### config.mk
export PLATFORM = sky130hd
export DESIGN_NAME = frame_decoder
export DESIGN_NICKNAME = d
export VERILOG_FILES = /design/src/rtl/frame_pkg.sv /design/src/rtl/byte_timeout.sv /design/src/rtl/frame_decoder.sv
export SDC_FILE = /design/constraint.sdc
export NUM_CORES = 1
export LEC_CHECK = 0
export ABC_AREA = 1
export CAP_MARGIN = 20
export CORE_MARGIN = 4
export CORE_UTILIZATION = 50
export DETAILED_ROUTE_END_ITERATION = 12
export PLACE_DENSITY = 0.84
export SLEW_MARGIN = 5
export SYNTH_ARGS = -nofsm -noshare
export SYNTH_HDL_FRONTEND = slang
export SYNTH_HIERARCHICAL = 1
export SYNTH_SLANG_ARGS = --single-unit
### constraint.sdc
create_clock -name clk -period 1.6 [get_ports clk]
set_input_delay 0.24 -clock clk [delete_from_list [all_inputs] [get_ports clk]]
set_output_delay 0.24 -clock clk [all_outputs]
set_load 0.02 [all_outputs]
### src/rtl/frame_pkg.sv
// Shared types and constants for the UART byte-stream frame decoder.
package frame_pkg;

  typedef enum logic [2:0] {
    FD_IDLE,
    FD_A1,
    FD_A0,
    FD_L1,
    FD_L0,
    FD_PAYLOAD,
    FD_CKSUM
  } fd_state_t;

  localparam logic [7:0] SYNC_DEFAULT = 8'hA5;

  // Address hi/lo plus length hi/lo follow every sync byte.
  localparam int unsigned HDR_BYTES = 4;

endpackage

### src/rtl/byte_timeout.sv
// Inter-byte idle counter for the frame decoder; built only with FRAME_TIMEOUT_EN.
module byte_timeout #(
  parameter int timeout_cycles = 19000
) (
  input  logic clk,
  input  logic reset,
  input  logic clear,
  input  logic enable,
  output logic expired
);

  localparam int CW = $clog2(timeout_cycles + 1);
  localparam logic [CW-1:0] LAST = CW'(timeout_cycles - 1);
  localparam logic [CW-1:0] ONE  = CW'(1);

  logic [CW-1:0] count;

  // A byte in the expiry cycle wins, so clear masks the strobe.
  assign expired = enable && !clear && (count == LAST);

  always_ff @(posedge clk) begin
    if (reset || clear || !enable) begin
      count <= '0;
    end else if (!expired) begin
      count <= count + ONE;
    end
  end

endmodule

### src/rtl/frame_decoder.sv
// Sync-hunting byte framer: header parse, payload write strobes, trailing checksum.
// Optional inter-byte abort timer enabled by defining FRAME_TIMEOUT_EN.
module frame_decoder
  import frame_pkg::*;
#(
  parameter int         addr_size      = 10,
  parameter int         len_size       = 16,
  parameter logic [7:0] sync_byte      = SYNC_DEFAULT,
  parameter int         timeout_cycles = 19000
) (
  input  logic                 clk,
  input  logic                 reset,
  input  logic [7:0]           data,
  input  logic                 data_ready,
  output logic                 ready,
  output logic [addr_size-1:0] addr,
  output logic [len_size-1:0]  length,
  output logic [7:0]           data_out,
  output logic                 write_strobe,
  output logic                 frame_ok,
  output logic                 frame_err
);

  localparam logic [addr_size-1:0] ADDR_ONE = addr_size'(1);
  localparam logic [len_size-1:0]  LEN_ONE  = len_size'(1);

  fd_state_t            state;
  fd_state_t            state_next;
  logic [7:0]           hi_byte;
  logic [7:0]           sum;
  logic [7:0]           sum_next;
  logic [15:0]          hdr_word;
  logic [len_size-1:0]  len_word;
  logic [len_size-1:0]  remaining;
  logic                 timeout_hit;

`ifdef FRAME_TIMEOUT_EN
  byte_timeout #(
    .timeout_cycles(timeout_cycles)
  ) u_timeout (
    .clk    (clk),
    .reset  (reset),
    .clear  (data_ready),
    .enable (state != FD_IDLE),
    .expired(timeout_hit)
  );
`else
  logic unused_timeout;
  assign unused_timeout = ^timeout_cycles;
  assign timeout_hit    = 1'b0;
`endif

  assign hdr_word = {hi_byte, data};
  assign len_word = hdr_word[len_size-1:0];
  assign sum_next = sum + data;

  always_comb begin
    state_next = state;
    if (data_ready) begin
      case (state)
        FD_IDLE:    if (data == sync_byte) state_next = FD_A1;
        FD_A1:      state_next = FD_A0;
        FD_A0:      state_next = FD_L1;
        FD_L1:      state_next = FD_L0;
        FD_L0:      state_next = (len_word == '0) ? FD_CKSUM : FD_PAYLOAD;
        FD_PAYLOAD: if (remaining == LEN_ONE) state_next = FD_CKSUM;
        FD_CKSUM:   state_next = FD_IDLE;
        default:    state_next = FD_IDLE;
      endcase
    end else if (timeout_hit) begin
      state_next = FD_IDLE;
    end
  end

  always_ff @(posedge clk) begin
    if (reset) begin
      state        <= FD_IDLE;
      hi_byte      <= '0;
      sum          <= '0;
      remaining    <= '0;
      addr         <= '0;
      length       <= '0;
      data_out     <= '0;
      ready        <= 1'b0;
      write_strobe <= 1'b0;
      frame_ok     <= 1'b0;
      frame_err    <= 1'b0;
    end else begin
      state        <= state_next;
      ready        <= 1'b0;
      write_strobe <= 1'b0;
      frame_ok     <= 1'b0;
      frame_err    <= timeout_hit;
      // addr names the current strobe's target, so step it once that strobe is out.
      if (write_strobe) addr <= addr + ADDR_ONE;
      if (data_ready) begin
        case (state)
          FD_IDLE: begin
            if (data == sync_byte) begin
              ready <= 1'b1;
              sum   <= '0;
            end
          end
          FD_A1: begin
            hi_byte <= data;
            sum     <= sum_next;
          end
          FD_A0: begin
            addr <= hdr_word[addr_size-1:0];
            sum  <= sum_next;
          end
          FD_L1: begin
            hi_byte <= data;
            sum     <= sum_next;
          end
          FD_L0: begin
            length    <= len_word;
            remaining <= len_word;
            sum       <= sum_next;
          end
          FD_PAYLOAD: begin
            data_out     <= data;
            write_strobe <= 1'b1;
            remaining    <= remaining - LEN_ONE;
            sum          <= sum_next;
          end
          FD_CKSUM: begin
            if (sum_next == 8'h00) frame_ok  <= 1'b1;
            else                   frame_err <= 1'b1;
          end
          default: ;
        endcase
      end
    end
  end

endmodule

==> impl_metrics.ini, run 1 <==
[global_routing]
overflow = 0
track_usage_pct = 25.88
grt_max_degree = 39
antenna_found_initial = 0
grt_pass1_wl_um = 18380
grt_pass1_vias = 4016

[synth]
syn-num-nets = 576
synth.distinct_cells = 37
synth_simple_gate_area_share_pct = 28.74
synth_fa_ha_area_share_pct = 3.793
synthTopCellsByArea = dfxtp_1 (38%), nand2_1 (13%), a21oi_1 (9.5%)
yosysTopAreaCell = dfxtp_1
synth.avg_cell_area_um2 = 6.906
synth.most_common_cell = nand2_1
yosys_warnings = 6
synth_ff_type = dfxtp_1
syn_area_um2 = 3826
synthMuxAreaShare_pct = 0
async_flop_share_pct = 0
synthCells = 554
synth_compound_area_share_pct = 18.35
synth_commonest_cells = nand2_1 (135), a21oi_1 (73), dfxtp_1 (73)
synth-xor-area-share_pct = 1.145
post-synth-top-area-fraction_pct = 38.19
ys_seq_area_share_pct = 38.19
ys_ff_latch = 73
synth_edf_count = 0
synth_top_family_by_area = simple AND/OR/NAND/NOR gates

[min_path]
hold_path.class = flop to flop

[power_and_ir_drop]
p_per_area_nw_per_um2 = 715.7
leakagePower_uw = 0.002461
vdd_ir_drop_max_uv = 786.9

[die]
die_area_um2 = 9115
std_cell_rows = 31
initial_core_util_pct = 52.19
die_h_um = 95.48
io_pins = 49
core-area_um2 = 7331
die_w_um = 95.48

[clock_network]
cts.sinks = 73
clock_tree.buffer_depth = 2
cts_max_level = 3
cts_tree = built
cts_made_buffers = 9
clk_latency_ns = 0.35
clkTransAtPathRegs_ns = 0.08
cts-root-buf = clkbuf_8

[layout]
area_delta_synth_final_pct = 33.91
postLayoutCoreUtil_pct = 69.89
stdcell_area_um2 = 5124
num_antenna_cells = 0
fin_nets = 668
drive_gt1_share_pct = 17.05

[setup_path]
critPathKind = flop to flop
crit_fanout = 2
end_kind = flop
startpoint_type = flop
cp.arrival_ns = 2.04
critPathRequiredTime_ns = 1.85
r2r_setup_slack_ns = -0.19

[sta]
min_period_ns = 1.789
layout_setup_ws_ns = -0.1891
fin_skew_ns = 0.01336
max_freq_ghz = 0.5590
hold_slack_ns = 0.4473
rsz0062_at_grt = true
finalHoldViolCount = 0
setup_viol = 2
maxSlewViolCount = 0
worstMarginPinSlew_ns = 0.3902
finalCritPeriodShare_pct = 111.8
slew_headroom_pct = 73.75

[drt]
via_count = 4163
wl_um = 11450
drtIter0Drc = 339
ant_nets = 0
drt-vias-per-instance = 5.551
drc = 0
wl_per_cell_um = 15.27
first_pass_iters = 6

[place]
place_area_um2 = 4735
dp_worst_setup_slack_ns = -0.6733
port_buffers = 48
post-dp-hpwl_um = 8221
routabilityCongestion = 0.9468

[run]
maxCapViolations = 0

[outcome]
violations = negative setup slack
outcome = complete, but fails checks
worst paths after layout:
check                                  to       from  cells after the start
worst max-delay path            frame_err     sum[0]                      9
worst min-delay path            length[1]  length[1]                      2
worst max register to register  frame_err     sum[0]                      9
worst min register to register  length[1]  length[1]                      2
flip-flops by register name (all words and copies together) (netlist names):
register and count:
ready 1, addr 10, write_strobe 1, frame_err 1, hi_byte 8, sum 8
remaining 16, state 3, frame_ok 1, data_out 8, length 16
metrics by stage:
step | setup TNS, ns | instances | power [µW]
6_report | -0.3318 | 750 | 3667
5_1_grt | -0.6189 | 750 | 3773
4_1_cts | -0.4396 | 748 | 3659
3_5_place_dp | -7.821 | 732 | 2078
3_3_place_gp | -5.479 | 732 | 2074
2_1_floorplan | -0.2107 | 554 | 1949
metal layers:
layer	global-route usage (%)	vias up	part of all wire, %
li1	-	2006	-
met1	30.26	1941	41
met2	45.54	177	50
met3	5.525	39	6.8
met4	10.90	0	2.8
met5	0	-	0
worst max-delay path, stage by stage (launching register included):
cell and delay [ns]:
dfxtp_2 0.34, ha_4 0.16, fa_2 0.45, or2_4 0.25, nor2_4 0.09, nand3_2 0.09, nor2_4 0.09, nand3_2 0.09
nor2_2 0.09, nor2_1 0.04
final cells by class:
cell class | instances | area [µm²]
clock buffers | 10 | 127.6
well taps | 99 | 123.9
repair buffers | 101 | 923.4
clock inverters | 6 | 90.09
multi-input cells | 394 | 2136
inverters | 67 | 259.0
fillers | 592 | 2207
flip-flops and latches | 73 | 1464
cells by family (layout without fill, tap and decap cells):
group	Yosys count	after routing
AO/OA/AOI/OAI	132	132
flip-flops	73	73
buffers and inverters	87	184
AND/OR/NAND/NOR	246	246
adder cells (fa/ha/maj)	11	11
XOR/XNOR	5	5
power breakdown:
part	leakage, µW	switching (µW)	internal [µW]	total, µW
combinational	0.00177	136	105	241
clock	0.000107	725	884	1610
sequential	0.000589	1.02	1820	1820
placed cells by master, fill, tap and decap left out, types with 9 or more instances in the layout:
cell type and instances:
nor2_1 35, a21oi_1 71, nand3_1 35, clkdlybuf4s50_1 28, dlymetal6s2s_1 12, dfxtp_1 71, o21ai_0 40, buf_4 51
nand2_1 134, inv_1 59, clkbuf_8 9
timing repair:
item | in CTS | in global routing
hold buffers | 0 | 0
setup buffers | 0 | 2
endpoints found under the hold margin | 0 | 0
endpoints found under the setup margin | 12 | 22
pin swaps | 4 | 4
resized for setup | 9 | 41
Power figures use the tool's default switching activity.
==> run 2, diff against run 1 <==
--- a/config.mk
+++ b/config.mk
@@ -9,6 +9,7 @@
 export CAP_MARGIN = 20
 export CORE_MARGIN = 4
 export CORE_UTILIZATION = 50
+export CTS_CLUSTER_DIAMETER = 100
 export DETAILED_ROUTE_END_ITERATION = 12
 export PLACE_DENSITY = 0.84
 export SLEW_MARGIN = 5
==> results of run 2 <==
Final layout, timing and power as in run 1 (identical DEF).
